### src/rtl/sch_cmd_seq_if.sv
// Scheduler command sequencer bus: manager request/response side plus the
// DFI command/data and read-return side, bundled into one interface.
interface sch_cmd_seq_if #(
  parameter int DIRAM_WIDTH = 32,
  parameter int PORT_NO     = 5,
  parameter int OCP_WIDTH   = DIRAM_WIDTH * 2,
  parameter int ADDR_W      = 12,
  parameter int BANK_W      = 2,
  parameter int BLOCK_W     = 4,
  parameter int TAG_W       = 4
);
  localparam int DW = OCP_WIDTH * PORT_NO;

  logic                dfi__sch__init_done;
  logic                mgr__sch__req_valid;
  logic                sch__mgr__req_ready;
  logic                mgr__sch__req_write;
  logic [BANK_W-1:0]   mgr__sch__req_bank;
  logic [ADDR_W-1:0]   mgr__sch__req_page;
  logic [BLOCK_W-1:0]  mgr__sch__req_block;
  logic [TAG_W-1:0]    mgr__sch__req_tag;
  logic [DW-1:0]       mgr__sch__req_wrdata;
  logic                sch__dfi__cs;
  logic                sch__dfi__cmd1;
  logic                sch__dfi__cmd0;
  logic [ADDR_W-1:0]   sch__dfi__addr;
  logic [BANK_W-1:0]   sch__dfi__bank;
  logic [DW-1:0]       sch__dfi__wrdata;
  logic [DW-1:0]       dfi__sch__rddata;
  logic                dfi__sch__rddata_valid;
  logic                sch__mgr__rsp_valid;
  logic [TAG_W-1:0]    sch__mgr__rsp_tag;
  logic [DW-1:0]       sch__mgr__rsp_data;
  logic                sch__mgr__err_unexp_rd;

  // Sequencer side
  modport slave (
    input  dfi__sch__init_done, mgr__sch__req_valid, mgr__sch__req_write,
           mgr__sch__req_bank, mgr__sch__req_page, mgr__sch__req_block,
           mgr__sch__req_tag, mgr__sch__req_wrdata,
           dfi__sch__rddata, dfi__sch__rddata_valid,
    output sch__mgr__req_ready, sch__dfi__cs, sch__dfi__cmd1, sch__dfi__cmd0,
           sch__dfi__addr, sch__dfi__bank, sch__dfi__wrdata,
           sch__mgr__rsp_valid, sch__mgr__rsp_tag, sch__mgr__rsp_data,
           sch__mgr__err_unexp_rd
  );

  // Manager / DFI side
  modport master (
    output dfi__sch__init_done, mgr__sch__req_valid, mgr__sch__req_write,
           mgr__sch__req_bank, mgr__sch__req_page, mgr__sch__req_block,
           mgr__sch__req_tag, mgr__sch__req_wrdata,
           dfi__sch__rddata, dfi__sch__rddata_valid,
    input  sch__mgr__req_ready, sch__dfi__cs, sch__dfi__cmd1, sch__dfi__cmd0,
           sch__dfi__addr, sch__dfi__bank, sch__dfi__wrdata,
           sch__mgr__rsp_valid, sch__mgr__rsp_tag, sch__mgr__rsp_data,
           sch__mgr__err_unexp_rd
  );
endinterface

### src/rtl/sch_cmd_seq.sv
// Scheduler command sequencer: buffers manager requests, opens pages per
// bank, spaces commands by tRCD/tWTR and returns read data in issue order.
module sch_cmd_seq #(
  parameter int DIRAM_WIDTH = 32,
  parameter int PORT_NO     = 5,
  parameter int OCP_WIDTH   = DIRAM_WIDTH * 2,
  parameter int ADDR_W      = 12,
  parameter int BANK_W      = 2,
  parameter int BLOCK_W     = 4,
  parameter int TAG_W       = 4,
  parameter int REQ_DEPTH   = 4,
  parameter int MAX_RD      = 4,
  parameter int T_RCD       = 3,
  parameter int T_WTR       = 2
) (
  input  logic         clk,
  input  logic         reset,
  sch_cmd_seq_if.slave bus
);
  localparam int DW    = OCP_WIDTH * PORT_NO;
  localparam int NBANK = 2 ** BANK_W;
  localparam int FP_W  = $clog2(REQ_DEPTH);
  localparam int TQ_W  = $clog2(MAX_RD);
  localparam int TM_W  = $clog2(((T_RCD > T_WTR) ? T_RCD : T_WTR) + 1);

  localparam logic [FP_W:0]   FIFO_FULL = (FP_W+1)'(REQ_DEPTH);
  localparam logic [FP_W:0]   FIFO_ONE  = (FP_W+1)'(1);
  localparam logic [TQ_W:0]   TQ_FULL   = (TQ_W+1)'(MAX_RD);
  localparam logic [TM_W-1:0] RCD_LD    = TM_W'(T_RCD - 1);
  localparam logic [TM_W-1:0] WTR_LD    = TM_W'(T_WTR);

  localparam logic [1:0] CMD_NOP = 2'b00;
  localparam logic [1:0] CMD_ACT = 2'b01;
  localparam logic [1:0] CMD_WR  = 2'b10;
  localparam logic [1:0] CMD_RD  = 2'b11;

  typedef struct packed {
    logic               wr;
    logic [BANK_W-1:0]  bank;
    logic [ADDR_W-1:0]  page;
    logic [BLOCK_W-1:0] block;
    logic [TAG_W-1:0]   tag;
    logic [DW-1:0]      data;
  } req_t;

  typedef enum logic [1:0] {S_IDLE, S_ACT, S_WAIT, S_ACCESS} state_e;

  // ---------------- request FIFO ----------------
  req_t              fifo_q [REQ_DEPTH];
  req_t              wreq, head;
  logic [FP_W-1:0]   wp_q, rp_q, rp_nx;
  logic [FP_W:0]     fcnt_q, fcnt_d;
  logic              rdy_q, push, pop;
  logic              nxt_wr;
  logic [BANK_W-1:0] nxt_bank;
  logic [ADDR_W-1:0] nxt_page;

  assign wreq.wr    = bus.mgr__sch__req_write;
  assign wreq.bank  = bus.mgr__sch__req_bank;
  assign wreq.page  = bus.mgr__sch__req_page;
  assign wreq.block = bus.mgr__sch__req_block;
  assign wreq.tag   = bus.mgr__sch__req_tag;
  assign wreq.data  = bus.mgr__sch__req_wrdata;

  assign push     = bus.mgr__sch__req_valid & rdy_q;
  assign rp_nx    = rp_q + 1'b1;
  assign head     = fifo_q[rp_q];
  assign nxt_wr   = fifo_q[rp_nx].wr;
  assign nxt_bank = fifo_q[rp_nx].bank;
  assign nxt_page = fifo_q[rp_nx].page;

  // FIFO occupancy next-state
  always_comb begin
    fcnt_d = fcnt_q;
    if (push && !pop)      fcnt_d = fcnt_q + 1'b1;
    else if (pop && !push) fcnt_d = fcnt_q - 1'b1;
  end

  // FIFO pointers; ready is a registered not-full flag, low through reset
  always_ff @(posedge clk or negedge reset) begin
    if (!reset) begin
      wp_q   <= '0;
      rp_q   <= '0;
      fcnt_q <= '0;
      rdy_q  <= 1'b0;
    end else begin
      if (push) wp_q <= wp_q + 1'b1;
      if (pop)  rp_q <= rp_nx;
      fcnt_q <= fcnt_d;
      rdy_q  <= (fcnt_d != FIFO_FULL);
    end
  end

  // FIFO storage; pointers alone define what is valid
  always_ff @(posedge clk) begin
    if (push) fifo_q[wp_q] <= wreq;
  end

  // ---------------- open pages, timers, tag queue ----------------
  logic [NBANK-1:0]             pv_q;
  logic [NBANK-1:0][ADDR_W-1:0] pg_q;
  logic [NBANK-1:0][TM_W-1:0]   trcd_q;
  logic [TM_W-1:0]              twtr_q;
  logic [TAG_W-1:0]             tq_mem [MAX_RD];
  logic [TQ_W-1:0]              tq_wp_q, tq_rp_q;
  logic [TQ_W:0]                tq_cnt_q;
  logic                         rd_pop, unexp;
  logic                         head_hit, nxt_hit, rd_ok, head_ok, nxt_ok, b2b;

  assign head_hit = pv_q[head.bank] && (pg_q[head.bank] == head.page);
  assign nxt_hit  = pv_q[nxt_bank]  && (pg_q[nxt_bank]  == nxt_page);
  assign rd_ok    = (tq_cnt_q < TQ_FULL) && (twtr_q == '0);
  assign head_ok  = head.wr || rd_ok;
  // A following read may chain only behind a read (no tWTR reload) and
  // only if the tag slot taken by the current read still leaves room.
  assign nxt_ok   = nxt_wr || (!head.wr && (twtr_q == '0) &&
                               (tq_cnt_q < (TQ_FULL - 1'b1)));
  assign b2b      = (fcnt_q > FIFO_ONE) && nxt_hit && nxt_ok;

  assign rd_pop = bus.dfi__sch__rddata_valid && (tq_cnt_q != '0);
  assign unexp  = bus.dfi__sch__rddata_valid && (tq_cnt_q == '0);

  // ---------------- command FSM ----------------
  state_e            state_q, state_d;
  logic              cs_d, act_go, wr_go, rd_push, trcd_ld;
  logic [1:0]        cmd_d;
  logic [ADDR_W-1:0] addr_d;
  logic [BANK_W-1:0] bank_d;
  logic [DW-1:0]     wd_d;

  // Next state and the command to register this cycle
  always_comb begin
    state_d = state_q;
    cs_d    = 1'b0;
    cmd_d   = CMD_NOP;
    addr_d  = '0;
    bank_d  = '0;
    wd_d    = '0;
    pop     = 1'b0;
    act_go  = 1'b0;
    wr_go   = 1'b0;
    rd_push = 1'b0;
    case (state_q)
      S_IDLE: begin
        if (fcnt_q != '0 && bus.dfi__sch__init_done)
          state_d = (head_hit && head_ok) ? S_ACCESS : S_ACT;
      end
      S_ACT: begin
        if (bus.dfi__sch__init_done) begin
          cs_d    = 1'b1;
          cmd_d   = CMD_ACT;
          addr_d  = head.page;
          bank_d  = head.bank;
          act_go  = 1'b1;
          state_d = S_WAIT;
        end
      end
      S_WAIT: begin
        if (bus.dfi__sch__init_done && trcd_q[head.bank] == '0 && head_ok)
          state_d = S_ACCESS;
      end
      S_ACCESS: begin
        if (bus.dfi__sch__init_done) begin
          cs_d    = 1'b1;
          cmd_d   = head.wr ? CMD_WR : CMD_RD;
          addr_d  = ADDR_W'(head.block);
          bank_d  = head.bank;
          wd_d    = head.wr ? head.data : '0;
          pop     = 1'b1;
          wr_go   = head.wr;
          rd_push = !head.wr;
          state_d = b2b ? S_ACCESS : S_IDLE;
        end
      end
      default: state_d = S_IDLE;
    endcase
  end

  // tRCD is (re)loaded while heading into or holding in ACT, so it has
  // already ticked once by the edge that puts ACTIVATE on the bus.
  assign trcd_ld = (state_d == S_ACT);

  // FSM state and registered DFI command outputs
  logic              cs_q;
  logic [1:0]        cmd_q;
  logic [ADDR_W-1:0] addr_q;
  logic [BANK_W-1:0] bank_q;
  logic [DW-1:0]     wd_q;

  always_ff @(posedge clk or negedge reset) begin
    if (!reset) begin
      state_q <= S_IDLE;
      cs_q    <= 1'b0;
      cmd_q   <= CMD_NOP;
      addr_q  <= '0;
      bank_q  <= '0;
      wd_q    <= '0;
    end else begin
      state_q <= state_d;
      cs_q    <= cs_d;
      cmd_q   <= cmd_d;
      addr_q  <= addr_d;
      bank_q  <= bank_d;
      wd_q    <= wd_d;
    end
  end

  // Open-page table and per-bank tRCD / global tWTR timers (saturate at 0)
  always_ff @(posedge clk or negedge reset) begin
    if (!reset) begin
      pv_q   <= '0;
      pg_q   <= '0;
      trcd_q <= '0;
      twtr_q <= '0;
    end else begin
      if (act_go) begin
        pv_q[head.bank] <= 1'b1;
        pg_q[head.bank] <= head.page;
      end
      for (int b = 0; b < NBANK; b++) begin
        if (trcd_ld && head.bank == BANK_W'(b)) trcd_q[b] <= RCD_LD;
        else if (trcd_q[b] != '0)               trcd_q[b] <= trcd_q[b] - 1'b1;
      end
      if (wr_go)               twtr_q <= WTR_LD;
      else if (twtr_q != '0)   twtr_q <= twtr_q - 1'b1;
    end
  end

  // In-order read tag queue pointers and count
  always_ff @(posedge clk or negedge reset) begin
    if (!reset) begin
      tq_wp_q  <= '0;
      tq_rp_q  <= '0;
      tq_cnt_q <= '0;
    end else begin
      if (rd_push) tq_wp_q <= tq_wp_q + 1'b1;
      if (rd_pop)  tq_rp_q <= tq_rp_q + 1'b1;
      if (rd_push && !rd_pop)      tq_cnt_q <= tq_cnt_q + 1'b1;
      else if (rd_pop && !rd_push) tq_cnt_q <= tq_cnt_q - 1'b1;
    end
  end

  // Tag storage
  always_ff @(posedge clk) begin
    if (rd_push) tq_mem[tq_wp_q] <= head.tag;
  end

  // Registered response and sticky unexpected-read-data flag
  logic             rsp_v_q, err_q;
  logic [TAG_W-1:0] rsp_tag_q;
  logic [DW-1:0]    rsp_data_q;

  always_ff @(posedge clk or negedge reset) begin
    if (!reset) begin
      rsp_v_q    <= 1'b0;
      rsp_tag_q  <= '0;
      rsp_data_q <= '0;
      err_q      <= 1'b0;
    end else begin
      rsp_v_q    <= rd_pop;
      rsp_tag_q  <= rd_pop ? tq_mem[tq_rp_q] : '0;
      rsp_data_q <= rd_pop ? bus.dfi__sch__rddata : '0;
      err_q      <= err_q | unexp;
    end
  end

  assign bus.sch__mgr__req_ready    = rdy_q;
  assign bus.sch__dfi__cs           = cs_q;
  assign bus.sch__dfi__cmd1         = cmd_q[1];
  assign bus.sch__dfi__cmd0         = cmd_q[0];
  assign bus.sch__dfi__addr         = addr_q;
  assign bus.sch__dfi__bank         = bank_q;
  assign bus.sch__dfi__wrdata       = wd_q;
  assign bus.sch__mgr__rsp_valid    = rsp_v_q;
  assign bus.sch__mgr__rsp_tag      = rsp_tag_q;
  assign bus.sch__mgr__rsp_data     = rsp_data_q;
  assign bus.sch__mgr__err_unexp_rd = err_q;
endmodule

### src/flat_wrapper.sv
// flat-port wrapper written by rule: the top's interface ports become plain ports
module sch_cmd_seq_flat 
#(
  parameter int DIRAM_WIDTH = 32,
  parameter int PORT_NO     = 5,
  parameter int OCP_WIDTH   = DIRAM_WIDTH * 2,
  parameter int ADDR_W      = 12,
  parameter int BANK_W      = 2,
  parameter int BLOCK_W     = 4,
  parameter int TAG_W       = 4,
  parameter int REQ_DEPTH   = 4,
  parameter int MAX_RD      = 4,
  parameter int T_RCD       = 3,
  parameter int T_WTR       = 2
)
  (clk, reset, bus_dfi__sch__init_done, bus_mgr__sch__req_valid, bus_mgr__sch__req_write, bus_mgr__sch__req_bank, bus_mgr__sch__req_page, bus_mgr__sch__req_block, bus_mgr__sch__req_tag, bus_mgr__sch__req_wrdata, bus_dfi__sch__rddata, bus_dfi__sch__rddata_valid, bus_sch__mgr__req_ready, bus_sch__dfi__cs, bus_sch__dfi__cmd1, bus_sch__dfi__cmd0, bus_sch__dfi__addr, bus_sch__dfi__bank, bus_sch__dfi__wrdata, bus_sch__mgr__rsp_valid, bus_sch__mgr__rsp_tag, bus_sch__mgr__rsp_data, bus_sch__mgr__err_unexp_rd);
  sch_cmd_seq_if #(.DIRAM_WIDTH(DIRAM_WIDTH), .PORT_NO(PORT_NO), .OCP_WIDTH(OCP_WIDTH), .ADDR_W(ADDR_W), .BANK_W(BANK_W), .BLOCK_W(BLOCK_W), .TAG_W(TAG_W)) bus_i ();
  input  logic clk;
  input  logic reset;
  input wire logic [$bits(bus_i.dfi__sch__init_done)-1:0] bus_dfi__sch__init_done;
  input wire logic [$bits(bus_i.mgr__sch__req_valid)-1:0] bus_mgr__sch__req_valid;
  input wire logic [$bits(bus_i.mgr__sch__req_write)-1:0] bus_mgr__sch__req_write;
  input wire logic [$bits(bus_i.mgr__sch__req_bank)-1:0] bus_mgr__sch__req_bank;
  input wire logic [$bits(bus_i.mgr__sch__req_page)-1:0] bus_mgr__sch__req_page;
  input wire logic [$bits(bus_i.mgr__sch__req_block)-1:0] bus_mgr__sch__req_block;
  input wire logic [$bits(bus_i.mgr__sch__req_tag)-1:0] bus_mgr__sch__req_tag;
  input wire logic [$bits(bus_i.mgr__sch__req_wrdata)-1:0] bus_mgr__sch__req_wrdata;
  input wire logic [$bits(bus_i.dfi__sch__rddata)-1:0] bus_dfi__sch__rddata;
  input wire logic [$bits(bus_i.dfi__sch__rddata_valid)-1:0] bus_dfi__sch__rddata_valid;
  output wire logic [$bits(bus_i.sch__mgr__req_ready)-1:0] bus_sch__mgr__req_ready;
  output wire logic [$bits(bus_i.sch__dfi__cs)-1:0] bus_sch__dfi__cs;
  output wire logic [$bits(bus_i.sch__dfi__cmd1)-1:0] bus_sch__dfi__cmd1;
  output wire logic [$bits(bus_i.sch__dfi__cmd0)-1:0] bus_sch__dfi__cmd0;
  output wire logic [$bits(bus_i.sch__dfi__addr)-1:0] bus_sch__dfi__addr;
  output wire logic [$bits(bus_i.sch__dfi__bank)-1:0] bus_sch__dfi__bank;
  output wire logic [$bits(bus_i.sch__dfi__wrdata)-1:0] bus_sch__dfi__wrdata;
  output wire logic [$bits(bus_i.sch__mgr__rsp_valid)-1:0] bus_sch__mgr__rsp_valid;
  output wire logic [$bits(bus_i.sch__mgr__rsp_tag)-1:0] bus_sch__mgr__rsp_tag;
  output wire logic [$bits(bus_i.sch__mgr__rsp_data)-1:0] bus_sch__mgr__rsp_data;
  output wire logic [$bits(bus_i.sch__mgr__err_unexp_rd)-1:0] bus_sch__mgr__err_unexp_rd;
  assign bus_i.dfi__sch__init_done = bus_dfi__sch__init_done;
  assign bus_i.mgr__sch__req_valid = bus_mgr__sch__req_valid;
  assign bus_i.mgr__sch__req_write = bus_mgr__sch__req_write;
  assign bus_i.mgr__sch__req_bank = bus_mgr__sch__req_bank;
  assign bus_i.mgr__sch__req_page = bus_mgr__sch__req_page;
  assign bus_i.mgr__sch__req_block = bus_mgr__sch__req_block;
  assign bus_i.mgr__sch__req_tag = bus_mgr__sch__req_tag;
  assign bus_i.mgr__sch__req_wrdata = bus_mgr__sch__req_wrdata;
  assign bus_i.dfi__sch__rddata = bus_dfi__sch__rddata;
  assign bus_i.dfi__sch__rddata_valid = bus_dfi__sch__rddata_valid;
  assign bus_sch__mgr__req_ready = bus_i.sch__mgr__req_ready;
  assign bus_sch__dfi__cs = bus_i.sch__dfi__cs;
  assign bus_sch__dfi__cmd1 = bus_i.sch__dfi__cmd1;
  assign bus_sch__dfi__cmd0 = bus_i.sch__dfi__cmd0;
  assign bus_sch__dfi__addr = bus_i.sch__dfi__addr;
  assign bus_sch__dfi__bank = bus_i.sch__dfi__bank;
  assign bus_sch__dfi__wrdata = bus_i.sch__dfi__wrdata;
  assign bus_sch__mgr__rsp_valid = bus_i.sch__mgr__rsp_valid;
  assign bus_sch__mgr__rsp_tag = bus_i.sch__mgr__rsp_tag;
  assign bus_sch__mgr__rsp_data = bus_i.sch__mgr__rsp_data;
  assign bus_sch__mgr__err_unexp_rd = bus_i.sch__mgr__err_unexp_rd;
  sch_cmd_seq #(.DIRAM_WIDTH(DIRAM_WIDTH), .PORT_NO(PORT_NO), .OCP_WIDTH(OCP_WIDTH), .ADDR_W(ADDR_W), .BANK_W(BANK_W), .BLOCK_W(BLOCK_W), .TAG_W(TAG_W), .REQ_DEPTH(REQ_DEPTH), .MAX_RD(MAX_RD), .T_RCD(T_RCD), .T_WTR(T_WTR)) u_core (.clk(clk), .reset(reset), .bus(bus_i));
endmodule
### config.mk
export PLATFORM = sky130hd
export DESIGN_NAME = sch_cmd_seq_flat
export DESIGN_NICKNAME = d
export VERILOG_FILES = /design/src/rtl/sch_cmd_seq_if.sv /design/src/rtl/sch_cmd_seq.sv /design/src/flat_wrapper.sv
export SDC_FILE = /design/constraint.sdc
export NUM_CORES = 2
export LEC_CHECK = 0
export ABC_CLOCK_PERIOD_IN_PS = 9800
export CORE_AREA = 10 10 518 520
export CTS_CLUSTER_DIAMETER = 60
export DETAILED_ROUTE_END_ITERATION = 10
export DIE_AREA = 0 0 528 530
export GPL_ROUTABILITY_DRIVEN = 0
export GPL_TIMING_DRIVEN = 0
export PLACE_DENSITY = 0.62
export SYNTH_ARGS = -nofsm -noshare
export SYNTH_HDL_FRONTEND = slang
export SYNTH_SLANG_ARGS = --single-unit
export TNS_END_PERCENT = 10
### constraint.sdc
create_clock -name clk -period 9.8 [get_ports clk]
set_clock_uncertainty 0.15 [all_clocks]
set_input_delay 1.96 -clock clk [delete_from_list [all_inputs] [get_ports clk]]
set_output_delay 1.96 -clock clk [all_outputs]
set_load 0.05 [all_outputs]
### After elaboration in Yosys (flattened, before gate mapping)

Memories as Yosys holds them, arrays and structs flattened.
Index checks and enable logic that the tools add are counted.
W data, S select, Z words.

* register bits: 742
* RAM bits: 1388
* bits of input ports: 668
* output and inout port bits: 664
* logic and storage cells: 171
* memories: 2

Memories
* u_core.fifo_q: words 4, width 343, rd ports 2, clocked after memory_dff 0, write ports 1, RTL line sch_cmd_seq.sv:49 `req_t fifo_q [REQ_DEPTH];`
* u_core.tq_mem: words 4, width 4, rd ports 1, clocked after memory_dff 0, write ports 1, RTL line sch_cmd_seq.sv:104 `logic [TAG_W-1:0] tq_mem [MAX_RD];`

* add/subtract/negate cells: 13
* $lt $le $gt $ge: 6
* eq/ne operators: 10
* mux-type cells: 62
* bitwise logic cells: 3
* reductions and logical operators: 48

Operators by type and width (number)
* $mux W320: 4
* $bmux W12 S2: 2
* $bwmux W48: 1
* $mux W12: 4
* $mux W2: 20
* $demux W12 S2: 1
* $eq A12 B12 Y1: 2
* $pmux W12 S2: 1
* $logic_and A1 B1 Y1: 22
* $reduce_bool A2 Y1: 11
* $mux W1: 17
* $mux W3: 4
* $sub A2 B1 Y2 const B: 5
* $add A2 B1 Y2 const B: 4
* $eq A2 B2 Y1 const B: 4
* $logic_not A2 Y1: 4
* $mux W4: 2
* $pmux W2 S4: 1
* $add A3 B1 Y3 const B: 2
* $eq A2 B1 Y1 const B: 3
* $lt A2 B3 Y1 const B: 2
* $reduce_bool A3 Y1: 2
* $sub A3 B1 Y3 const B: 2
* $logic_not A1 Y1: 5
* other kinds (15): 17

### Longest topological paths before layout

An unclocked memory read counts as a cell.

* depth after elaboration: 14
* gate-level depth with buffers: 13
* depth with buffers taken out: 10

### Worst setup path before layout

No wires, ideal clock.

* path kind: input to register
* start: in bus_mgr__sch__req_valid
* end: mem u_core.fifo_q[1][0] in the netlist's numbering, enable pin
* setup time: 0.751 ns
* data arrival time: 9.801 ns
* data required time: 8.899 ns
* setup slack: -0.903 ns
* stages on the path: 1
* path buffers: 0
* cells stage by stage: and3_1

* cells in the longest elaborated chain, start to end: 3

RTL lines
* start, declared: RTL line flat_wrapper.sv:21 `input wire logic [$bits(bus_i.mgr__sch__req_valid)-1:0] bus_mgr__sch__req_valid;`
* $and A1 B1 Y1: RTL line sch_cmd_seq.sv:65 `assign push = bus.mgr__sch__req_valid & rdy_q;`
* $mux W1: RTL line sch_cmd_seq.sv:96 `if (push) fifo_q[wp_q] <= wreq;`
* $mux W1 (not written as such): RTL line sch_cmd_seq.sv:96
* end, declared: RTL line sch_cmd_seq.sv:49

No other way between the ends.

### Worst setup path after layout

* start: in bus_dfi__sch__init_done
* end: reg u_core.wd_q[316] (netlist: u_core.bus.sch__dfi__wrdata[316])

* cells in the longest elaborated chain, start to end: 2

RTL lines
* start, declared: RTL line flat_wrapper.sv:20 `input wire logic [$bits(bus_i.dfi__sch__init_done)-1:0] bus_dfi__sch__init_done;`
* $mux W320: RTL line sch_cmd_seq.sv:163 `if (bus.dfi__sch__init_done) begin`
* $mux W320: RTL line sch_cmd_seq.sv:143 `case (state_q)`
* named net u_core.wd_d[316]: RTL line sch_cmd_seq.sv:129 `logic [DW-1:0] wd_d;`
* end signal, assigned: RTL line sch_cmd_seq.sv:204 `wd_q <= wd_d;`
* end, declared: RTL line sch_cmd_seq.sv:188 `logic [DW-1:0] wd_q;`

The timed path passes the listed nets, and every way through them passes these cells.
A chain may end at the register's enable or synchronous reset.

==> metrics.cfg <==
[cts]
cts_buffer_depth=3
cts_root_buffer=clkbuf_16
htreeDepth=4
numCtsBuffers=234
clkTransAtPathRegs_ps=60
cts.repair.resized=0
clock-sinks=2130
cts_tree=done
post_cts_buffers=0
insertion_delay_ps=870
cts_hold_buf=0

[floorplan]
io_pins=1332
die_y_microns=530
dieArea_sq_um=280000
start_util=0.295
chipWidth_microns=528
core_area_sq_um=258000
rows=187

[synth]
synth_top_area_cell=edfxtp_1
ys_ff_latch=2130
yosysWarnings=0
syn_area_sq_um=76300
syn_inst=3806
synth_top_area_frac=0.546
synth_edf_count=1388
synth.avg_cell_area_sq_um=20.0
ys_async_sr_fraction=0.348
yosys-top-cells-area=edfxtp_1 (55%), dfrtp_1 (24%), mux4_2 (10%), and2_1 (2.7%), and3_1 (2.7%)
ys_types=62
synth_flop_cell=edfxtp_1
ys_seq_area_frac=0.790
syn_nets=4493

[min_path]
hold_class=flop to flop
min_path_cells=1

[power_and_ir_drop]
power.density_nw_per_um2=286
p_leak_nw=39.0
ir_worst_vdd_uv=193
design_power_total_mw=29.7

[setup_path]
critPathCapture=u_core.bus.sch__dfi__wrdata[316]$_DFF_PN0_
worstReg2RegStart=u_core.rp_q[1]$_DFFE_PN0P_
reg2reg_depth=9
r2r-end=u_core.bus.sch__dfi__wrdata[176]$_DFF_PN0_
cp.required_ps=10370
worstSetupPathType=input port to flop
crit_path_max_fanout=11
critPathLaunch=bus_dfi__sch__init_done
setup.worst_path.end_class=flop
r2r_slack_ps=5610
worst_ep_arrival_time_ps=5800
crit_path_start_kind=input port

[global_route]
grt_max_degree=119
antenna_found_initial=123
grt_pass1_wl_mm=372
gr-total-overflow=0
grt_pass1_vias=45000
track_usage=0.189

[cells_and_area]
syn_to_final_growth_pct=36.0
layoutNonFillerInstCount=9216
fillers=23100
multiInputGateArea_sq_um=15000
register_area_sq_um=60200
drive_gt1_frac=0.152
nets=6101
final_cell_mix=edfxtp_1 (1388), clkdlybuf4s50_1 (1330), dfrtp_1 (742)
final_common_cell=edfxtp_1
final_area_sq_um=104000

[timing]
setup-violations-final=0
slew_viol_final=0
timing_worst_slew_pin_value_ps=1400
min_period_ps=5230
rsz0062_at_grt=no
hold_violations=0
setup_slack_ps=4570
setup_tns_ps=0
min_period_over_period=0.533
timing.fmax_ghz=0.191
relSlewSlack=0.0680

[drt]
vias_per_cell=4.64
drt_iter0_drc=3307
firstDrtPassIters=5
drc_errors=0
drt-wirelength-per-cell_microns=30.0
via_count=42700
totalWireLength_mm=276
postRouteAntennaNets=0

[status]
run_status=finished, final reports clean

[placed_design]
numPortBuffers=1331
dp_cells=8580
placed_area_sq_um=95000
pre_cts_ws_ps=3400
dpl.hpwl_mm=206

[flow_run]
maxCapViolCount=0

logic make-up (layout without fill, tap and decap cells):
family,after synthesis,after routing,share of synthesized area
multiplexers,463,463,0.118
AO/OA/AOI/OAI,108,108,0.00871
flip-flops,2130,2130,0.790
XOR/XNOR,45,45,0.00517
buffers and inverters,253,2070,0.0140
AND/OR/NAND/NOR,788,788,0.0616
other,0,191,0
adder cells (fa/ha/maj),19,19,0.00321
layer usage:
metal | global-route usage | wire [microns] | share of wire | vias to the layer above
li1 | - | - | - | 18000
met1 | 0.203 | 96000 | 0.35 | 22400
met2 | 0.322 | 139000 | 0.50 | 1670
met3 | 0.0623 | 21700 | 0.078 | 559
met4 | 0.119 | 18800 | 0.068 | 96
met5 | 0 | 600 | 0.0022 | -
sequential cells by signal, summed over array words and instances (netlist names), 3 cells and up:
signal                         flops
u_core.pv_q                        4
u_core.fcnt_q                      3
u_core.fifo_q                   1372
u_core.pg_q                       48
u_core.tq_cnt_q                    3
u_core.bus.sch__dfi__addr         12
u_core.tq_mem                     16
u_core.trcd_q                      8
u_core.bus.sch__dfi__wrdata      320
u_core.bus.sch__mgr__rsp_tag       4
u_core.bus.sch__mgr__rsp_data    320
through the flow:
step | utilization | hold WS [ps]
global placement | 0.363 | 298
finish | 0.402 | 324
detailed placement | 0.368 | 304
floorplan | - | 301
CTS | 0.400 | 322
global route | 0.401 | 346
where the power goes:
group	switching (mW)	total, mW	internal (mW)
clock network	3.76	9.27	5.51
registers	0.482	11.8	11.3
logic	5.34	8.68	3.35
Yosys cell counts, drive strengths merged (2+ instances only):
cell     count
nand4        4
nand2       50
o2111ai      2
mux4       343
dfrtp      742
nand2b       5
nor2b        3
ha          18
or2          3
clkbuf     140
nor2        46
o21ai       42
edfxtp    1388
nand3        6
buf         76
a21o         4
nor4         2
a31oi        4
and3       325
xnor2       20
o211ai       3
o31ai        4
inv         36
a21oi       30
a311oi       3
mux2        29
a211oi       3
nand3b       3
and2       329
mux2i       91
or3b         2
xor2        25
nor3         6
area by class of cell:
class,instances,area share
Inverter,37,0.00134
Buffer,216,0.00900
Antenna cell,191,0.00461
Clock inverter,130,0.0180
Clock buffer,315,0.0618
Sequential cell,2130,0.581
Timing Repair Buffer,1372,0.139
Tap cell,3402,0.0410
Multi-Input combinational cell,1423,0.145
worst min path at each step:
stage / to / slack (ps) / startpoint
2_1_floorplan: u_core.pv_q[2]$_DFFE_PN0P_ / 300 / u_core.pv_q[2]$_DFFE_PN0P_
3_3_place_gp: u_core.bus.sch__mgr__err_unexp_rd$_DFF_PN0_ / 300 / u_core.bus.sch__mgr__err_unexp_rd$_DFF_PN0_
3_5_place_dp: u_core.bus.sch__mgr__err_unexp_rd$_DFF_PN0_ / 300 / u_core.bus.sch__mgr__err_unexp_rd$_DFF_PN0_
4_1_cts: u_core.bus.sch__mgr__err_unexp_rd$_DFF_PN0_ / 320 / u_core.bus.sch__mgr__err_unexp_rd$_DFF_PN0_
5_1_grt: u_core.bus.sch__mgr__err_unexp_rd$_DFF_PN0_ / 350 / u_core.bus.sch__mgr__err_unexp_rd$_DFF_PN0_
6_report: u_core.bus.sch__mgr__err_unexp_rd$_DFF_PN0_ / 320 / u_core.bus.sch__mgr__err_unexp_rd$_DFF_PN0_
worst max-delay path, cell delays in order:
cell	delay [ps]
clkdlybuf4s50_1	590
nand2_1	100
inv_1	110
nand2_1	230
inv_1	230
clkbuf_1	710
clkbuf_1	850
clkbuf_1	730
and3_1	260
Power figures use the tool's default switching activity.
